<file path="src/rtl/spi_arbiter_if.sv">
// spi_arbiter_if: client request/config and SPI master handshake bundle for spi_arbiter
interface spi_arbiter_if;
  logic [3:0]  Req;
  logic [7:0]  CfgMode;
  logic [31:0] TxDataIn;
  logic [7:0]  RxDataIn;
  logic        EndTx;
  logic        StartTx;
  logic        CPol;
  logic        CPha;
  logic [7:0]  TxData;
  logic [3:0]  SS_n;
  logic [3:0]  Grant;
  logic [3:0]  Done;
  logic [7:0]  RxData;
  logic        Err;
  modport slave (
    input  Req, CfgMode, TxDataIn, RxDataIn, EndTx,
    output StartTx, CPol, CPha, TxData, SS_n, Grant, Done, RxData, Err
  );
  modport master (
    output Req, CfgMode, TxDataIn, RxDataIn, EndTx,
    input  StartTx, CPol, CPha, TxData, SS_n, Grant, Done, RxData, Err
  );
endinterface

</file>
<file path="src/rtl/spi_arbiter.sv">
// spi_arbiter: round-robin sharing of one SPI master among four clients with setup/hold framing and timeout
module spi_arbiter #(
  parameter int SETUP_CYC   = 2,
  parameter int HOLD_CYC    = 2,
  parameter int TIMEOUT_CYC = 1024
) (
  input logic        Clk,
  input logic        Rst_n,
  spi_arbiter_if.slave bus
);
  typedef enum logic [2:0] {IDLE, SETUP, START, WAIT, HOLD} state_t;
  state_t      state_q;
  logic [1:0]  ptr_q, win_q, win_d, idx;
  logic        found;
  logic [15:0] cnt_q;
  logic        start_q, cpol_q, cpha_q, err_q;
  logic [7:0]  tx_q, rx_q;
  logic [3:0]  ss_n_q, grant_q, done_q;
  // search starts one past the last owner, so 2-bit wrap gives the rotation
  always_comb begin
    win_d = ptr_q;
    found = 1'b0;
    idx   = 2'd0;
    for (int k = 1; k <= 4; k++) begin
      idx = ptr_q + 2'(k);
      if (!found && bus.Req[idx]) begin
        win_d = idx;
        found = 1'b1;
      end
    end
  end
  always_ff @(posedge Clk or negedge Rst_n) begin
    if (!Rst_n) begin
      state_q <= IDLE;
      ptr_q   <= 2'd3;
      win_q   <= 2'd0;
      cnt_q   <= '0;
      start_q <= 1'b0;
      cpol_q  <= 1'b0;
      cpha_q  <= 1'b0;
      err_q   <= 1'b0;
      tx_q    <= '0;
      rx_q    <= '0;
      ss_n_q  <= 4'hF;
      grant_q <= '0;
      done_q  <= '0;
    end else begin
      start_q <= 1'b0;
      done_q  <= '0;
      err_q   <= 1'b0;
      case (state_q)
        IDLE: if (found) begin
          state_q <= SETUP;
          win_q   <= win_d;
          grant_q <= 4'b0001 << win_d;
          ss_n_q  <= ~(4'b0001 << win_d);
          cpol_q  <= bus.CfgMode[{win_d, 1'b1}];
          cpha_q  <= bus.CfgMode[{win_d, 1'b0}];
          tx_q    <= bus.TxDataIn[{win_d, 3'b000} +: 8];
          cnt_q   <= '0;
        end
        SETUP: if (cnt_q == 16'(SETUP_CYC - 1)) begin
          state_q <= START;
          start_q <= 1'b1;
          cnt_q   <= '0;
        end else cnt_q <= cnt_q + 16'd1;
        START: begin
          state_q <= WAIT;
          cnt_q   <= '0;
        end
        WAIT: if (bus.EndTx) begin
          state_q <= HOLD;
          rx_q    <= bus.RxDataIn;
          done_q  <= grant_q;
          cnt_q   <= '0;
        end else if (cnt_q == 16'(TIMEOUT_CYC - 1)) begin
          state_q <= HOLD;
          rx_q    <= 8'h00;
          done_q  <= grant_q;
          err_q   <= 1'b1;
          cnt_q   <= '0;
        end else cnt_q <= cnt_q + 16'd1;
        HOLD: if (cnt_q == 16'(HOLD_CYC - 1)) begin
          state_q <= IDLE;
          ss_n_q  <= 4'hF;
          grant_q <= '0;
          ptr_q   <= win_q;
          cnt_q   <= '0;
        end else cnt_q <= cnt_q + 16'd1;
        default: state_q <= IDLE;
      endcase
    end
  end
  assign bus.StartTx = start_q;
  assign bus.CPol    = cpol_q;
  assign bus.CPha    = cpha_q;
  assign bus.TxData  = tx_q;
  assign bus.SS_n    = ss_n_q;
  assign bus.Grant   = grant_q;
  assign bus.Done    = done_q;
  assign bus.RxData  = rx_q;
  assign bus.Err     = err_q;
endmodule

</file>
<file path="src/flat_wrapper.sv">
// flat-port wrapper written by rule: the top's interface ports become plain ports
module spi_arbiter_flat 
#(
  parameter int SETUP_CYC   = 2,
  parameter int HOLD_CYC    = 2,
  parameter int TIMEOUT_CYC = 1024
)
  (Clk, Rst_n, bus_Req, bus_CfgMode, bus_TxDataIn, bus_RxDataIn, bus_EndTx, bus_StartTx, bus_CPol, bus_CPha, bus_TxData, bus_SS_n, bus_Grant, bus_Done, bus_RxData, bus_Err);
  spi_arbiter_if bus_i ();
  input logic Clk;
  input logic Rst_n;
  input wire logic [$bits(bus_i.Req)-1:0] bus_Req;
  input wire logic [$bits(bus_i.CfgMode)-1:0] bus_CfgMode;
  input wire logic [$bits(bus_i.TxDataIn)-1:0] bus_TxDataIn;
  input wire logic [$bits(bus_i.RxDataIn)-1:0] bus_RxDataIn;
  input wire logic [$bits(bus_i.EndTx)-1:0] bus_EndTx;
  output wire logic [$bits(bus_i.StartTx)-1:0] bus_StartTx;
  output wire logic [$bits(bus_i.CPol)-1:0] bus_CPol;
  output wire logic [$bits(bus_i.CPha)-1:0] bus_CPha;
  output wire logic [$bits(bus_i.TxData)-1:0] bus_TxData;
  output wire logic [$bits(bus_i.SS_n)-1:0] bus_SS_n;
  output wire logic [$bits(bus_i.Grant)-1:0] bus_Grant;
  output wire logic [$bits(bus_i.Done)-1:0] bus_Done;
  output wire logic [$bits(bus_i.RxData)-1:0] bus_RxData;
  output wire logic [$bits(bus_i.Err)-1:0] bus_Err;
  assign bus_i.Req = bus_Req;
  assign bus_i.CfgMode = bus_CfgMode;
  assign bus_i.TxDataIn = bus_TxDataIn;
  assign bus_i.RxDataIn = bus_RxDataIn;
  assign bus_i.EndTx = bus_EndTx;
  assign bus_StartTx = bus_i.StartTx;
  assign bus_CPol = bus_i.CPol;
  assign bus_CPha = bus_i.CPha;
  assign bus_TxData = bus_i.TxData;
  assign bus_SS_n = bus_i.SS_n;
  assign bus_Grant = bus_i.Grant;
  assign bus_Done = bus_i.Done;
  assign bus_RxData = bus_i.RxData;
  assign bus_Err = bus_i.Err;
  spi_arbiter #(.SETUP_CYC(SETUP_CYC), .HOLD_CYC(HOLD_CYC), .TIMEOUT_CYC(TIMEOUT_CYC)) u_core (.Clk(Clk), .Rst_n(Rst_n), .bus(bus_i));
endmodule
</file>
<file path="config.mk">
export PLATFORM = sky130hd
export DESIGN_NAME = spi_arbiter_flat
export DESIGN_NICKNAME = d
export VERILOG_FILES = /design/src/rtl/spi_arbiter_if.sv /design/src/rtl/spi_arbiter.sv /design/src/flat_wrapper.sv
export SDC_FILE = /design/constraint.sdc
export NUM_CORES = 1
export LEC_CHECK = 0
export ABC_AREA = 1
export ABC_CLOCK_PERIOD_IN_PS = 3700
export CORE_MARGIN = 5
export CORE_UTILIZATION = 50
export CTS_CLUSTER_DIAMETER = 200
export CTS_CLUSTER_SIZE = 10
export DETAILED_ROUTE_END_ITERATION = 8
export GPL_TIMING_DRIVEN = 1
export PLACE_DENSITY = 0.91
export SYNTH_ARGS = -nofsm -noshare
export SYNTH_HDL_FRONTEND = slang
export SYNTH_SLANG_ARGS = --single-unit
export TNS_END_PERCENT = 1
</file>
<file path="constraint.sdc">
create_clock -name Clk -period 3.7 [get_ports Clk]
set_clock_uncertainty 0.05 [all_clocks]
set_input_delay 0.37 -clock Clk [delete_from_list [all_inputs] [get_ports Clk]]
set_output_delay 0.37 -clock Clk [all_outputs]
set_load 0.005 [all_outputs]
</file>
After elaboration in Yosys (flattened, before gate mapping)
Cells that the tools add are included.
{ "word_totals": {"latchBits": 0, "word_cells": 100, "in_bits": 55, "out_inout_bits": 32, "romBits": 0, "n_memories": 0, "ram_bits": 0, "regBits": 55} }
{ "classes": {"n_reduce_logical": 17, "n_shift": 2, "n_bitwise": 1, "n_div": 0, "magnitude_cmp": 6, "n_eq_ne": 10, "add_sub_neg": 4, "multipliers": 0, "mux": 47} }
{ "op_table": {"columns": ["operator", "n"], "rows": [
  ["16-bit two-way mux", 4],
  ["16-bit case mux with 4 select lines", 1],
  ["32-bit by 6-bit indexed part select with 8-bit output", 1],
  ["4-bit two-way mux", 7],
  ["16-bit by 1-bit adder with 16-bit output (second input constant)", 1],
  ["16-bit by 1-bit == test with 1-bit output (second input constant)", 1],
  ["16-bit by 10-bit == test with 1-bit output (second input constant)", 1],
  ["8-bit two-way mux", 2],
  ["4-bit case mux with 2 select lines", 2],
  ["1-bit two-way mux", 15],
  ["3-bit two-way mux", 5],
  ["3-bit case mux with 5 select lines", 1],
  ["1-bit binary-select mux with 2-bit select", 6],
  ["2-bit by 3-bit less-than comparator with 1-bit output (second input constant)", 4],
  ["3-bit by 4-bit less-than comparator with 1-bit output (second input constant)", 2],
  ["2-bit two-way mux", 4],
  ["2-bit AND reduction", 4],
  ["3-bit by 2-bit == test with 1-bit output (second input constant)", 2],
  ["2-bit by 1-bit != test with 1-bit output (second input constant)", 3],
  ["2-bit adder (second input constant)", 2],
  ["4-bit inverter", 1],
  ["4-bit AND reduction", 1],
  ["2-bit nonzero test", 2],
  ["4-bit nonzero test", 1],
  ["10 further kinds", 14]
]} }

Longest topological paths before layout
Gate-level depths: netlist (run 1).
{ "logic_depth": {"ltp_word": 17, "ltp_mapped": 14, "ltp_nobuf": 13} }

Least setup slack after synthesis (run 1)
OpenSTA, ideal clock, no wires.
{ "synth_path": {"kind": "flip-flop to flip-flop", "start": "reg u_core.cnt_q[0]", "end": "reg u_core.rx_q[3], in the netlist u_core.bus.RxData[3]", "path_buffers": 1, "setup_ns": 0.117, "stages_incl_launch_ff": 14, "arrival_time_ns": 1.646, "t_required_ns": 3.533, "synth_period_minus_slack_ns": 1.813, "path_slack_ns": 1.887, "cell_sequence": "dfrtp_1 -> ha_1 -> nand2_1 -> nor2_4 -> nand2_1 -> clkinv_1 -> nand4_2 -> nand2_1 -> nand2_2 -> nor2_4 -> nand2_2 -> buf_6 -> nand2_1 -> nand2_1"} }
{ "synth_between": {"elab_chain_cells": 3} }
{ "synth_rtl": {"columns": ["item", "line", "rtl"], "rows": [
  ["start, declared", "spi_arbiter.sv:15", "logic [15:0] cnt_q;"],
  ["start signal, assigned", "spi_arbiter.sv:66", "end else cnt_q <= cnt_q + 16'd1;"],
  ["start signal, assigned", "spi_arbiter.sv:82", "end else cnt_q <= cnt_q + 16'd1;"],
  ["start signal, assigned", "spi_arbiter.sv:89", "end else cnt_q <= cnt_q + 16'd1;"],
  ["16-bit by 10-bit == test with 1-bit output", "spi_arbiter.sv:76", "end else if (cnt_q == 16'(TIMEOUT_CYC - 1)) begin"],
  ["2-bit nonzero test (no source line)", null, null],
  ["2-bit AND reduction (no source line)", null, null],
  ["end signal, assigned", "spi_arbiter.sv:73", "rx_q <= bus.RxDataIn;"],
  ["end, declared", "spi_arbiter.sv:17", "logic [7:0] tx_q, rx_q;"]
]} }
Every way passes these cells.
A chain may end at the register's enable or synchronous reset.

Final worst setup path (run 1)
{ "layout_path": {"start": "reg u_core.ptr_q[0]", "end": "reg u_core.grant_q[2], in the netlist u_core.bus.Grant[2]"} }
{ "layout_between": {"elab_chain_cells": 16, "word_cells_on_any_way": 30, "classes_between": "add/sub: 3; eq/ne: 1; shift: 1; mux: 18; reduce/logical: 7"} }
{ "layout_rtl": {"columns": ["item", "line", "rtl"], "rows": [
  ["start, declared", "spi_arbiter.sv:13", "logic [1:0] ptr_q, win_q, win_d, idx;"],
  ["start signal, assigned", "spi_arbiter.sv:87", "ptr_q <= win_q;"],
  ["2-bit by 1-bit adder with 2-bit output", "spi_arbiter.sv:25", "idx = ptr_q + 2'(k);"],
  ["1-bit binary-select mux with 2-bit select", "spi_arbiter.sv:26", "if (!found && bus.Req[idx]) begin"],
  ["1-bit two-way mux (not written as such)", "spi_arbiter.sv:26", null],
  ["1-bit two-way mux", "spi_arbiter.sv:26", null],
  ["1-bit logical NOT", "spi_arbiter.sv:26", null],
  ["1-bit logical AND", "spi_arbiter.sv:26", null],
  ["1-bit two-way mux", "spi_arbiter.sv:26", null],
  ["1-bit logical NOT", "spi_arbiter.sv:26", null],
  ["1-bit logical AND", "spi_arbiter.sv:26", null],
  ["1-bit two-way mux", "spi_arbiter.sv:26", null],
  ["1-bit logical NOT", "spi_arbiter.sv:26", null],
  ["1-bit logical AND", "spi_arbiter.sv:26", null],
  ["2-bit two-way mux", "spi_arbiter.sv:26", null],
  ["1-bit by 2-bit << shifter with 4-bit output", "spi_arbiter.sv:55", "grant_q <= 4'b0001 << win_d;"],
  ["4-bit two-way mux", "spi_arbiter.sv:52", "IDLE: if (found) begin"],
  ["4-bit case mux with 2 select lines", "spi_arbiter.sv:51", "case (state_q)"],
  ["end signal, assigned", "spi_arbiter.sv:55", null],
  ["end, declared", "spi_arbiter.sv:18", "logic [3:0] ss_n_q, grant_q, done_q;"]
]} }
Parallel ways exist; a longest one is shown, timed or not. The select of a mux whose other input is x is not followed.

==> reports/metrics.csv, run 1 <==
stage,metric,value,unit
status,status,"complete, no violations",
global_route,grt_max_degree,34,
logic_synthesis,synth_cells,467,
critical_path,path_cells,inv_2 > nand2_1 > nand2_1 > nand2_2 > nand2_4 > inv_4 > nand3_2 > nand2_2 > nor2_1 > nand2_1 > nand2_1 > o21a_1,
logic_synthesis,ys.flop_type,dfrtp_1,
worst_hold_path,hold_path.class,input port to async pin,
critical_path,crit_start,u_core.ptr_q[0]$_DFFE_PN1P_,
clock_network,postCtsSetupRepairBufs,0,
global_route,grt.overflow.total,0,
logic_synthesis,syn-num-nets,524,
clock_network,cts_max_path_buffers,2,
global_route,grt_pass1_vias,3355,
clock_network,cts_tree,yes,
final_layout,fill_cells,555,
logic_synthesis,synth_edf_count,0,
logic_synthesis,synth_top_area_share,36.19,%
final_layout,fin_nets,604,
sta,fin_crit,2.590,ns
drt,first_iter_violations,300,
critical_path,crit_path_max_fanout,22,
die,rows,30,
critical_path,crit_path_start_kind,flip-flop,
pwr,power_density,770.1,nW/µm²
critical_path,r2r_start,u_core.ptr_q[0]$_DFFE_PN1P_,
logic_synthesis,synthTopCellsByCount,"127 x nand2_1, 96 x nand3_1, 49 x dfrtp_1",
pwr,cellLeakagePower,2.034,nW
die,die_w,92.32,µm
logic_synthesis,ys_seq_area_share,40.84,%
critical_path,path_buf_inv,2,
placement,gp_congestion,0.9620,
final_layout,drive_gt1_share,9.124,%
die,io_pins,87,
die,die_h,92.32,µm
final_layout,post-route-util,65.28,%
pwr,peakVddDrop,0.2674,mV
logic_synthesis,async_flop_share,100.0,%
drt,totalWireLength,9.481,mm
placement,hpwl,7.109,mm
global_route,grt_usage,22.38,%
die,core,6681,µm²
clock_network,hold_buffers,0,
logic_synthesis,synth_area_leader_cell,dfrtp_1,
critical_path,critical_path_class,flip-flop to flip-flop,
sta,tightest_slew,0.7319,ns
pwr,intPower,1.729,mW
critical_path,cpMostUsedCell,nand2_1,
die,dieArea,8523,µm²
pwr,power.share.clock,10.7,%
clock_network,ctsResizeCount,0,
drt,postRouteAntennaNets,0,
final_layout,diodes,0,
die,initial_core_util,50.71,%
clock_network,cts.htree.levels,2,
logic_synthesis,yosys_warnings,0,
drt,drc_errors,0,
clock_network,clockRootBuffer,clkbuf_8,
logic_synthesis,yosysMostFrequentCell,nand2_1,
drt,routedWlPerCell,15.10,µm
critical_path,endpoint_kind,flip-flop,
critical_path,crit_family,simple AND/OR/NAND/NOR gates,
sta,fin_tns_setup,0,ns
sta,hold_viol_final,0,
drt,first_pass_iters,5,
clock_network,clock_latency,0.32,ns
sta,rsz0062_at_grt,false,
pwr,p_comb_share,60.4,%
clock_network,clock_sinks,55,
global_route,antenna_found_initial,0,
logic_synthesis,yosys-top-cells-area,"dfrtp_1 36%, nand3_1 14%, nand2_1 14%, inv_1 5.0%, dfstp_2 4.7%",
final_layout,syn_to_final_growth,28.73,%
logic_synthesis,avgSynthCellArea,7.255,µm²
job,max_cap_viol_count,0,
placement,dp_cells,620,
sta,max_freq,386.1,MHz
sta,max_slew_margin,50.88,%
final_layout,finalNonFillerCells,628,
drt,vias,3512,
critical_path,cp_data_required_time,3.87,ns
sta,drv_slew,0,
critical_path,cp_slowest_cell,dfstp_2,
clock_network,cts_buffers,5,
pwr,switching_share,48.52,%
global_route,grt_pass1_wl,15.74,mm
pwr,p_sw,1.630,mW
pwr,finalPower,3.359,mW
logic_synthesis,ys_ff_latch,55,
placement,port_buffers,86,
pwr,pwr-share-seq,28.9,%
logic_synthesis,synth_cell_types,34,
logic_synthesis,synth_area,3388,µm²
clock_network,clk_pin_slew_worst_paths,0.11,ns
critical_path,slowest_delay,0.68,ns
sta,setup_violations,0,
critical_path,worst_ep_arrival_time,2.76,ns
sta,min_period_over_period,70.00,%
drt,viasPerCell,5.592,
-- cell usage in the layout, fill, tap and decap left out, types with 6 or more instances in the layout --
| cell type | Yosys | routed |
|---|---|---|
| clkdlybuf4s50_1 | 0 | 85 |
| dfrtp_1 | 49 | 49 |
| dfstp_2 | 6 | 6 |
| inv_1 | 45 | 45 |
| nand2_1 | 127 | 127 |
| nand2_2 | 12 | 12 |
| nand3_1 | 96 | 96 |
| nand4_1 | 13 | 13 |
| nor2_1 | 32 | 32 |
| nor3_1 | 7 | 6 |
| o211ai_1 | 7 | 7 |
| o21ai_0 | 13 | 13 |
| o21ai_1 | 7 | 7 |
-- power groups by stage --
stage | sequential, mW | combinational [mW] | clock (mW)
after floorplan | 0.951 | 1.42 | 0
after global placement | 0.975 | 1.89 | 0
after detailed placement | 0.980 | 2.00 | 0
after CTS | 0.969 | 2.01 | 0.368
after global routing | 0.997 | 2.24 | 0.397
final | 0.971 | 2.03 | 0.360
-- final cells by class --
class | instances | area, µm² | area share [%]
inverters | 51 | 193.9 | 4.446
multi-input cells | 345 | 1709 | 39.19
repair buffers | 89 | 878.3 | 20.14
clock inverters | 3 | 27.53 | 0.6311
clock buffers | 5 | 68.82 | 1.578
well taps | 80 | 100.1 | 2.295
flip-flops and latches | 55 | 1384 | 31.73
-- kinds of logic (layout without fill, tap and decap cells) --
family / count (synthesis) / in the layout / synth area share, %
DFF: 55 / 55 / 40.84
AOI/OAI and AO/OA: 37 / 37 / 6.351
adders and majority gates: 2 / 2 / 0.7384
xor gates and xnor gates: 5 / 5 / 1.292
buffers and inverters: 67 / 148 / 8.862
and+or+nand+nor: 301 / 301 / 41.91
-- through the flow --
stage	instance area [µm²]	setup slack (ns)	hold WS [ns]
6_report	4362	1.110	0.04414
5_1_grt	4362	0.8877	0.08750
3_5_place_dp	4265	1.133	0.4093
4_1_cts	4362	1.160	0.06033
3_3_place_gp	4265	1.283	0.3950
2_1_floorplan	3388	1.887	0.02441
-- per-layer routing --
metal	vias up	routed length (µm)	track usage (%)
met3	33	677	4.468
met5	-	0	0
li1	1701	-	-
met4	0	227	7.178
met1	1611	3887	28.04
met2	167	4689	38.67
-- final timing paths --
kind                                                    endpoint  slack (ns)  depth (start not counted)
worst max-delay path             u_core.bus.Grant[2]$_DFFE_PN0P_        1.11                         12
worst min-delay path                 u_core.bus.CPha$_DFFE_PN0P_        0.04                          1
worst max register to register   u_core.bus.Grant[2]$_DFFE_PN0P_        1.11                         12
worst min register to register  u_core.bus.RxData[6]$_DFFE_PN0P_        0.43                          2
max in group asynchronous            u_core.ptr_q[0]$_DFFE_PN1P_        2.71                          2
min in group Clk                u_core.bus.RxData[6]$_DFFE_PN0P_        0.43                          2
-- registers in the layout, summed over array words and instances (netlist names) --
register,cells
u_core.cnt_q,16
u_core.bus.RxData,8
u_core.bus.TxData,8
u_core.bus.Done,4
u_core.bus.Grant,4
u_core.bus.SS_n,4
u_core.state_q,3
u_core.ptr_q,2
u_core.win_q,2
u_core.bus.CPha,1
u_core.bus.CPol,1
u_core.bus.Err,1
u_core.bus.StartTx,1
(Power assumes the default switching activity.)
==> run 2, diff against run 1 <==
ABC_CLOCK_PERIOD_IN_PS = 2240   (was 3700)
CORE_UTILIZATION = 45   (was 50)
PLACE_DENSITY = 0.87   (was 0.91)
clock period = 2.24 ns   (was 3.7 ns; I/O delays follow)
==> run 2 against run 1 <==
Critical path type unchanged. Cell count is 4.8% higher. Final area up 3.7%. Sequential share of layout area down 1.1 points. Via count grew 2.4%. Critical path depth is 3 lower. Sequential cell count is the same. First-iteration DRC count rose by 21%. Non-clock buffer count rose by 11.
==> reports/metrics.csv, run 2 (synthesis gave the netlist of run 1 again) <==
stage,metric,value,unit,change
die,core,7292,µm²,was 6681 µm²
final_layout,fin_nets,615,,was 604
critical_path,r2r_end,u_core.bus.SS_n[3]$_DFFE_PN1P_,,was u_core.bus.Grant[2]$_DFFE_PN0P_
final_layout,regMostFlops,u_core.cnt_q,,unchanged
placement,pre_cts_ws,0.08865,ns,was 1.133 ns
critical_path,crit_path_start_kind,flip-flop,,unchanged
pwr,finalPower,5.835,mW,was 3.359 mW
worst_hold_path,hold_path.class,input port to flip-flop,,was input port to async pin
final_layout,syn_to_final_growth,33.46,%,was 28.73%
clock_network,cts.htree.levels,2,,unchanged
critical_path,path_cells,buf_4 > nand2_1 > nand3_1 > nand2_2 > nand4_2 > nand2_1 > inv_1 > nand3_1 > o21a_1,,was inv_2 > nand2_1 > nand2_1 > nand2_2 > nand2_4 > inv_4 > nand3_2 > nand2_2 > nor2_1 > nand2_1 > nand2_1 > o21a_1
critical_path,cp_slowest_cell,dfstp_2,,unchanged
drt,postRouteAntennaNets,0,,unchanged
critical_path,crit_family,simple AND/OR/NAND/NOR gates,,unchanged
final_layout,diodes,0,,unchanged
final_layout,final_cell_mix,"125 x nand2_1, 96 x nand3_1, 85 x clkdlybuf4s50_1, 49 x dfrtp_1, 45 x inv_1",,"was 127 x nand2_1, 96 x nand3_1, 85 x clkdlybuf4s50_1, 49 x dfrtp_1, 45 x inv_1"
drt,first_pass_iters,5,,unchanged
final_layout,layout.cells.most_common,nand2_1,,unchanged
critical_path,cp_data_required_time,2.45,ns,was 3.87 ns
sta,hold_viol_final,0,,unchanged
critical_path,r2r_slack,0.12,ns,was 1.11 ns
clock_network,clock_latency,0.32,ns,about the same
final_layout,finalNonFillerCells,658,,was 628
critical_path,crit_start,u_core.ptr_q[0]$_DFFE_PN1P_,,unchanged
sta,setup_violations,0,,unchanged
placement,hpwl,7.599,mm,was 7.109 mm
pwr,cellLeakagePower,2.071,nW,was 2.034 nW
clock_network,cts_buffers,5,,unchanged
critical_path,slowest_delay,0.59,ns,was 0.68 ns
job,max_cap_viol_count,0,,unchanged
global_route,grt_usage,21.56,%,was 22.38%
critical_path,worst_ep_arrival_time,2.33,ns,was 2.76 ns
sta,max_slew_margin,49.92,%,was 50.88%
die,die_h,96.77,µm,was 92.32 µm
die,dieArea,9364,µm²,was 8523 µm²
global_route,grt.overflow.total,0,,unchanged
sta,tightest_slew,0.7511,ns,was 0.7319 ns
final_layout,drive_gt1_share,11.09,%,was 9.124%
placement,dp_cells,648,,was 620
pwr,p_sw,2.754,mW,was 1.630 mW
global_route,grt_max_degree,35,,was 34
global_route,grt_pass1_vias,3515,,was 3355
clock_network,cts_tree,yes,,unchanged
status,status,"complete, no violations",,unchanged
pwr,switching_share,47.20,%,was 48.52%
sta,drv_slew,0,,unchanged
die,rows,31,,was 30
pwr,intPower,3.081,mW,was 1.729 mW
critical_path,path_buf_inv,2,,unchanged
global_route,grt_pass1_wl,17.10,mm,was 15.74 mm
critical_path,cp_num_cells,9,,was 12
drt,viasPerCell,5.464,,was 5.592
final_layout,largest_reg_flops,16,,unchanged
clock_network,clock_sinks,55,,unchanged
drt,vias,3595,,was 3512
die,io_pins,87,,unchanged
die,die_w,96.77,µm,was 92.32 µm
pwr,power.share.clock,10.2,%,was 10.7%
drt,routedWlPerCell,15.32,µm,was 15.10 µm
critical_path,reg2reg_depth,9,,was 12
critical_path,crit_path_max_fanout,13,,was 22
clock_network,clk_pin_slew_worst_paths,0.11,ns,about the same
critical_path,r2r_start,u_core.ptr_q[0]$_DFFE_PN1P_,,unchanged
placement,gp_congestion,0.9024,,was 0.9620
sta,min_period_over_period,94.84,%,was 70.00%
critical_path,endpoint_kind,flip-flop,,unchanged
final_layout,post-route-util,62.01,%,was 65.28%
pwr,peakVddDrop,0.5703,mV,was 0.2674 mV
drt,drc_errors,0,,unchanged
drt,first_iter_violations,362,,was 300
pwr,pwr-share-seq,27.0,%,was 28.9%
sta,fin_crit,2.124,ns,was 2.590 ns
pwr,p_comb_share,62.8,%,was 60.4%
global_route,antenna_found_initial,0,,unchanged
placement,port_buffers,86,,unchanged
drt,totalWireLength,10.08,mm,was 9.481 mm
pwr,power_density,1290,nW/µm²,was 770.1 nW/µm²
critical_path,endpoint,u_core.bus.SS_n[3]$_DFFE_PN1P_,,was u_core.bus.Grant[2]$_DFFE_PN0P_
die,initial_core_util,46.47,%,was 50.71%
final_layout,fill_cells,651,,was 555
critical_path,critical_path_class,flip-flop to flip-flop,,unchanged
clock_network,cts_max_path_buffers,2,,unchanged
sta,fin_ws,0.1155,ns,was 1.110 ns
clock_network,clockRootBuffer,clkbuf_8,,unchanged
sta,max_freq,470.7,MHz,was 386.1 MHz
sta,rsz0062_at_grt,true,,was false
run 2: changes by cell type in the layout (fill, tap and decap cells not counted), sizes merged:
| cell | previous run | this run |
|---|---|---|
| dlygate4sd3 | 0 | 1 |
| buf | 4 | 14 |
run 2: timing repair:
item / CTS / global route
buffers inserted: 0 / 1
hold buffers: 1 / 0
setup endpoints to repair: 0 / 29
resized for setup: 0 / 8
endpoints found under the hold margin: 26 / 0
run 2: worst min path at each step:
stage | startpoint | to | slack [ns] | cells past startpoint
floorplan | Rst_n | u_core.bus.CPha$_DFFE_PN0P_ | -0.12 | 0
global placement | Rst_n | u_core.bus.Done[1]$_DFF_PN0_ | 0.27 | 1
detailed placement | Rst_n | u_core.bus.Done[1]$_DFF_PN0_ | 0.29 | 1
CTS | bus_RxDataIn[3] | u_core.bus.RxData[3]$_DFFE_PN0P_ | 0.39 | 3
global route | bus_RxDataIn[3] | u_core.bus.RxData[3]$_DFFE_PN0P_ | 0.39 | 3
finish | bus_RxDataIn[3] | u_core.bus.RxData[3]$_DFFE_PN0P_ | 0.39 | 3
run 2: final cells by class:
type,instances,area [µm²],area share [%]
sequential,55,1384,30.60
multi-input combinational,345,1740,38.49
clock inverter,3,27.53,0.6087
clock buffer,5,68.82,1.522
tap,99,123.9,2.739
timing repair buffer,100,983.4,21.75
inverter,51,193.9,4.289
run 2: power by group through the flow:
| stage | Combinational, mW | Sequential (mW) | Clock, mW |
|---|---|---|---|
| 6_report | 3.66 | 1.58 | 0.597 |
| 5_1_grt | 4.07 | 1.61 | 0.657 |
| 4_1_cts | 3.56 | 1.58 | 0.612 |
| 3_5_place_dp | 3.54 | 1.59 | 0 |
| 3_3_place_gp | 3.40 | 1.58 | 0 |
| 2_1_floorplan | 2.35 | 1.57 | 0 |
run 2: worst min-delay path, cell delays in order:
cell	delay [ns]
clkdlybuf4s50_1	0.39
nand3_1	0.07
nand2_1	0.05
run 2: layer usage:
layer	part of all wire (%)	vias to the layer above	global-route usage [%]
met3	6.7	20	3.885
met5	0	-	0
met2	49	170	36.68
met1	42	1683	28.30
met4	1.8	0	5.508
li1	-	1722	-
run 2: metrics by stage:
stage                TNS (ns)  hold slack, ns  instance area [µm²]
floorplan                   0         -0.1216                 3388
global placement            0          0.2748                 4369
detailed placement          0          0.2935                 4369
CTS                         0          0.3853                 4476
global route        -0.002891          0.3880                 4522
finish                      0          0.3935                 4522
